## config.mk

```make
export PLATFORM = sky130hd
export DESIGN_NAME = exc_req_gen
export DESIGN_NICKNAME = d
export VERILOG_FILES = /design/src/rtl/exc_req_gen.sv
export SDC_FILE = /design/constraint.sdc
export NUM_CORES = 1
export LEC_CHECK = 0
export CORE_MARGIN = 1
export CORE_UTILIZATION = 39
export CTS_CLUSTER_SIZE = 12
export DETAILED_ROUTE_END_ITERATION = 10
export PLACE_DENSITY_LB_ADDON = 0.05
export SYNTH_ARGS = -nofsm -noshare
export SYNTH_HDL_FRONTEND = slang
export SYNTH_SLANG_ARGS = --single-unit
```

## constraint.sdc

```tcl
create_clock -name clk -period 2.1 [get_ports clk]
set_clock_uncertainty 0.2 [all_clocks]
set_input_delay 0.21 -clock clk [delete_from_list [all_inputs] [get_ports clk]]
set_output_delay 0.21 -clock clk [all_outputs]
set_load 0.01 [all_outputs]
```

## src/rtl/exc_req_gen.sv

```systemverilog
// exc_req_gen: CP0 exception requester.
// Arbitrates pipe exceptions and interrupts into one-cycle cp0 requests.
package exc_req_pkg;
  localparam int EXC_CODE_WIDTH = 5;
  localparam int INT_MASK_WIDTH = 8;
  localparam logic [EXC_CODE_WIDTH-1:0] EC_INT     = 5'h00;
  localparam logic [EXC_CODE_WIDTH-1:0] EC_SYSCALL = 5'h08;
  localparam logic [EXC_CODE_WIDTH-1:0] EC_ERET    = 5'h1e;
  localparam logic [EXC_CODE_WIDTH-1:0] EC_NONE    = 5'h1f;
endpackage

module exc_req_gen
  import exc_req_pkg::*;
#(
  parameter int NR_EXT_IRQ  = 5,
  parameter int SYNC_STAGES = 2,
  parameter int WAIT_LIMIT  = 4
) (
  input  logic                      clk,
  input  logic                      rst,
  input  logic [31:0]               cp0_status,
  input  logic [31:0]               cp0_cause,
  input  logic [31:0]               cp0_count,
  input  logic [31:0]               cp0_compare,
  input  logic [NR_EXT_IRQ-1:0]     ext_irq,
  input  logic                      pipe_exc_valid,
  input  logic [EXC_CODE_WIDTH-1:0] pipe_exc_code,
  input  logic [31:0]               pipe_exc_epc,
  input  logic [31:0]               pipe_exc_badvaddr,
  output logic                      pipe_exc_ready,
  input  logic [31:0]               int_epc,
  input  logic                      int_epc_valid,
  output logic [INT_MASK_WIDTH-1:0] exc_ip,
  output logic [EXC_CODE_WIDTH-1:0] exc_code,
  output logic [31:0]               exc_epc,
  output logic [31:0]               exc_badvaddr,
  input  logic                      exc_jmp_flag,
  output logic                      busy,
  output logic                      timeout_err
);

  localparam int CW = $clog2(WAIT_LIMIT + 1);
  localparam logic [CW-1:0] LIM = CW'(WAIT_LIMIT - 1);

  typedef enum logic [1:0] {
    S_IDLE,
    S_ISSUE,
    S_WAIT
  } state_t;

  state_t                    r_state;
  state_t                    w_state_nx;
  logic [NR_EXT_IRQ-1:0]     r_sync [SYNC_STAGES];
  logic                      r_timer_pend;
  logic [31:0]               r_prev_cmp;
  logic [CW-1:0]             r_wcnt;
  logic [CW-1:0]             w_wcnt_nx;
  logic [EXC_CODE_WIDTH-1:0] r_code;
  logic [31:0]               r_epc;
  logic [31:0]               r_bad;
  logic [INT_MASK_WIDTH-1:0] r_ip;
  logic [INT_MASK_WIDTH-1:0] w_ip;
  logic                      w_cmp_wr;
  logic                      w_int_pending;
  logic                      w_pipe_req;
  logic                      w_take_pipe;
  logic                      w_take_int;
  logic                      w_tmo_set;
  logic                      w_unused;

  assign w_unused = ^{cp0_status[31:16], cp0_status[7:2],
                      cp0_cause[31:10], cp0_cause[7:0]};

  // ext_irq synchroniser chain
  always_ff @(posedge clk) begin
    if (rst) begin
      for (int i = 0; i < SYNC_STAGES; i++) r_sync[i] <= '0;
    end else begin
      r_sync[0] <= ext_irq;
      for (int i = 1; i < SYNC_STAGES; i++) r_sync[i] <= r_sync[i-1];
    end
  end

  assign w_cmp_wr = cp0_compare != r_prev_cmp;

  // Timer pending: set on count match, cleared by a compare write
  always_ff @(posedge clk) begin
    if (rst) begin
      r_prev_cmp   <= '0;
      r_timer_pend <= 1'b0;
    end else begin
      r_prev_cmp <= cp0_compare;
      if (w_cmp_wr)
        r_timer_pend <= 1'b0;
      else if (cp0_count == cp0_compare)
        r_timer_pend <= 1'b1;
    end
  end

  // Assemble the pending-interrupt vector
  always_comb begin
    w_ip = '0;
    w_ip[7] = r_timer_pend;
    w_ip[2 +: NR_EXT_IRQ] = r_sync[SYNC_STAGES-1];
    w_ip[1:0] = cp0_cause[9:8];
  end

  assign w_int_pending = cp0_status[0] & ~cp0_status[1] &
                         (|(w_ip & cp0_status[15:8]));
  assign w_pipe_req = pipe_exc_valid & (pipe_exc_code != EC_NONE);

  // State and wait-counter register
  always_ff @(posedge clk) begin
    if (rst) begin
      r_state <= S_IDLE;
      r_wcnt  <= '0;
    end else begin
      r_state <= w_state_nx;
      r_wcnt  <= w_wcnt_nx;
    end
  end

  // Next-state logic and request selection
  always_comb begin
    w_state_nx  = r_state;
    w_wcnt_nx   = r_wcnt;
    w_take_pipe = 1'b0;
    w_take_int  = 1'b0;
    w_tmo_set   = 1'b0;
    unique case (r_state)
      S_IDLE: begin
        if (w_pipe_req) begin
          w_take_pipe = 1'b1;
          w_state_nx  = S_ISSUE;
        end else if (w_int_pending & int_epc_valid) begin
          w_take_int = 1'b1;
          w_state_nx = S_ISSUE;
        end
      end
      S_ISSUE: begin
        w_wcnt_nx  = '0;
        w_state_nx = S_WAIT;
      end
      S_WAIT: begin
        if (exc_jmp_flag) begin
          w_state_nx = S_IDLE;
        end else if (r_wcnt == LIM) begin
          w_tmo_set  = 1'b1;
          w_state_nx = S_IDLE;
        end else begin
          w_wcnt_nx = r_wcnt + 1'b1;
        end
      end
      default: w_state_nx = S_IDLE;
    endcase
  end

  // Request latches and sticky timeout flag
  always_ff @(posedge clk) begin
    if (rst) begin
      r_code      <= EC_NONE;
      r_epc       <= '0;
      r_bad       <= '0;
      r_ip        <= '0;
      timeout_err <= 1'b0;
    end else begin
      if (w_take_pipe) begin
        r_code <= pipe_exc_code;
        r_epc  <= pipe_exc_epc;
        r_bad  <= pipe_exc_badvaddr;
        r_ip   <= w_ip;
      end else if (w_take_int) begin
        r_code <= EC_INT;
        r_epc  <= int_epc;
        r_bad  <= '0;
        r_ip   <= w_ip;
      end
      if (w_tmo_set) timeout_err <= 1'b1;
    end
  end

  // Drive cp0 only during the single ISSUE cycle
  always_comb begin
    exc_code       = EC_NONE;
    exc_ip         = '0;
    exc_epc        = '0;
    exc_badvaddr   = '0;
    busy           = r_state != S_IDLE;
    pipe_exc_ready = w_take_pipe & ~rst;
    if (r_state == S_ISSUE) begin
      exc_code     = r_code;
      exc_ip       = r_ip;
      exc_epc      = r_epc;
      exc_badvaddr = r_bad;
    end
  end

endmodule

```

==> results.toml <==
[run_status]
outcome = "completed"

[critical_path]
path_max_fanout = 17
critical_path_class = "reg -> out"
r2r_cells = 6
startpoint_type = "flip-flop"
cp_slowest_stage_delay_ps = 470
cp-end-kind = "primary output"
r2r_setup_slack_ps = 110
path_delay_family = "buffers and inverters"
cp_slowest_cell = "clkdlybuf4s50_1"
timing.rr.end = "r_epc[22]"
crit_arrival_ps = 1640
cp.required_ps = 1690
r2r_start = "r_timer_pend"
critPathBufInv = 3
crit_chain = "nor2_4 > buf_8 > inv_2 > clkdlybuf4s50_1"

[routing]
vias_per_cell = 5.00
num_vias = 5420
avgRoutedWirePerCell_um = 16.3
drt_iter0_drc = 258
firstDrtPassIters = 4
drc = 0
ant_nets = 0
routed_wirelength_um = 17700

[clock_tree]
cts-htree-levels = 4
root_buffer = "clkbuf_16"
clkSinkCount = 126
cts_tree = "done"
cts_buffers = 17
cts_max_path_buffers = 2
path_clk_slew_ps = 60
clock_latency_ps = 410

[finish]
nets = 1130
antenna_cells = 0
drive_above_1_share = 0.163
mostFrequentLayoutCells = "187 x clkdlybuf4s50_1, 124 x dfxtp_1, 72 x and2_1"
synthToLayoutAreaGrowth_pct = 62.1
final_common_cell = "clkdlybuf4s50_1"
final_area_um2 = 9350

[sta]
finalHoldViolCount = 0
max_freq_ghz = 0.487
min_period_ps = 2050
worst_pin_slew_ps = 459
slew_headroom = 0.694
setup_violations = 0
worst_slack_ps = 46.8
rsz0062_at_grt = "true"
slew_viol_final = 0
fin_crit_sh = 0.978

[die]
initial_utilization = 0.398
ios = 319
die_area_um2 = 15300
die_height_um = 124
coreArea_um2 = 14500
num_rows = 44
die_w_um = 124

[synth]
netlist.area_leader.share = 0.437
synthFlopType = "dfxtp_1"
syn_nets = 847
synth.distinct_cells = 34
syn_area_per_cell_um2 = 9.52
syn_inst = 606
synthArstFlopShare = 0
yosysSeqAreaShare = 0.437
synth_area_leaders = "dfxtp_1 44%, and2_1 7.9%, a311oi_2 7.8%, xnor2_1 5.5%, a22o_1 5.0%"
synth_area_leader_cell = "dfxtp_1"
netlist_area_um2 = 5770
synth-edff-count = 0
synth_warnings = 0
ys_ff_latch = 126

[global_route]
grt_pass1_vias = 5588
grtUsageTotal = 0.235
grt_max_degree = 43
grt-ovfl-total = 0
antenna_found_initial = 0
grt_pass1_wl_um = 27300

[placed_design]
port_buffers = 266
dpl.hpwl_um = 12600
gp_congestion = 0.814
postPlaceCellArea_um2 = 8810
dp_slack_ps = -318

[power_and_ir_drop]
p_leak_nw = 3.72
power_mw = 6.92
power_density_nw_per_um2 = 741
ir_drop_v = 0.000587

[run]
cap_violations = 0

[min_path]
min_path_cells = 2
hold_end = "r_sync[0][0]"
min_from = "ext_irq[0]"
hold_class = "in -> reg"
[area by class of cell]
cell class / count / area [um^2]
inverter: 2 / 7.51
multi-input combinational: 433 / 3050
tap: 184 / 230
timing repair buffer: 309 / 2950
clock buffer: 22 / 464
clock inverter: 8 / 115
sequential: 126 / 2530
fill: 1212 / 5130
[state kept, by name (all words and copies together) (netlist names)]
name          cells
r_bad            32
r_code            5
r_epc            32
r_ip              8
r_prev_cmp       32
r_state           2
r_sync           10
r_timer_pend      1
r_wcnt            3
timeout_err       1
[worst register-to-register path: stages, from the launching register on]
cell	delay (ps)
dfxtp_1	360
a22oi_1	170
nand4_1	190
a22o_2	300
and2_2	220
buf_12	180
a311oi_1	280
[synthesized netlist by cell type (all sizes together), types with 3 or more instances]
master	number
dfxtp	126
and2	73
nand2	67
a21oi	45
nor2b	44
xnor2	36
a22o	33
a311oi	32
clkbuf	32
xor2	28
buf	13
nand3	12
nand4	11
nor2	10
a21bo	8
nor4	8
nand2b	7
a221o	5
a22oi	4
nor3	3
[power by group]
part           internal [mW]  leakage [nW]  switching, mW
sequential              2.58          1.04         0.0820
combinational          0.755          2.39          0.604
clock                   1.90         0.289           1.00
[what timing repair did]
item                                   4_1_cts  5_1_grt
pin swaps                                    0        0
setup endpoints to repair                   79       68
cloned                                       2        0
gates resized for setup                    121       75
endpoints found under the hold margin        1        0
buffers inserted                             3        0
hold buffers                                 1        0
[worst max path at each step]
stage,from,endpoint,depth (start not counted)
final,r_state[0],busy,4
after global routing,r_state[0],busy,4
after CTS,r_state[0],exc_epc[26],6
after detailed placement,cp0_compare[28],r_timer_pend,7
after global placement,cp0_compare[28],r_timer_pend,7
after floorplan,r_state[0],exc_epc[0],4
[cells by family (layout without fill, tap and decap cells)]
family,count (synthesis),count (layout),share of synthesized area
DFF,126,126,0.437
xor gates and xnor gates,64,64,0.0972
buffers and inverters,47,341,0.0367
adders and majority gates,2,2,0.00434
and+or+nand+nor,239,239,0.225
AOI/OAI and AO/OA,128,128,0.200
[stage by stage]
stage,setup TNS (ps),hold slack (ps),std cells,util
floorplan,0,138,606,-
global placement,-4310,222,1049,0.609
detailed placement,-5290,227,1049,0.609
CTS,0,141,1085,0.654
global route,-21.1,164,1084,0.646
finish,0,153,1084,0.646
[per-layer routing]
metal	routed length [um]	GRT usage
met1	7320	0.272
met2	8580	0.403
met3	1370	0.0636
met4	395	0.106
met5	0	0
Note: power is estimated with default switching activity, not from simulation.
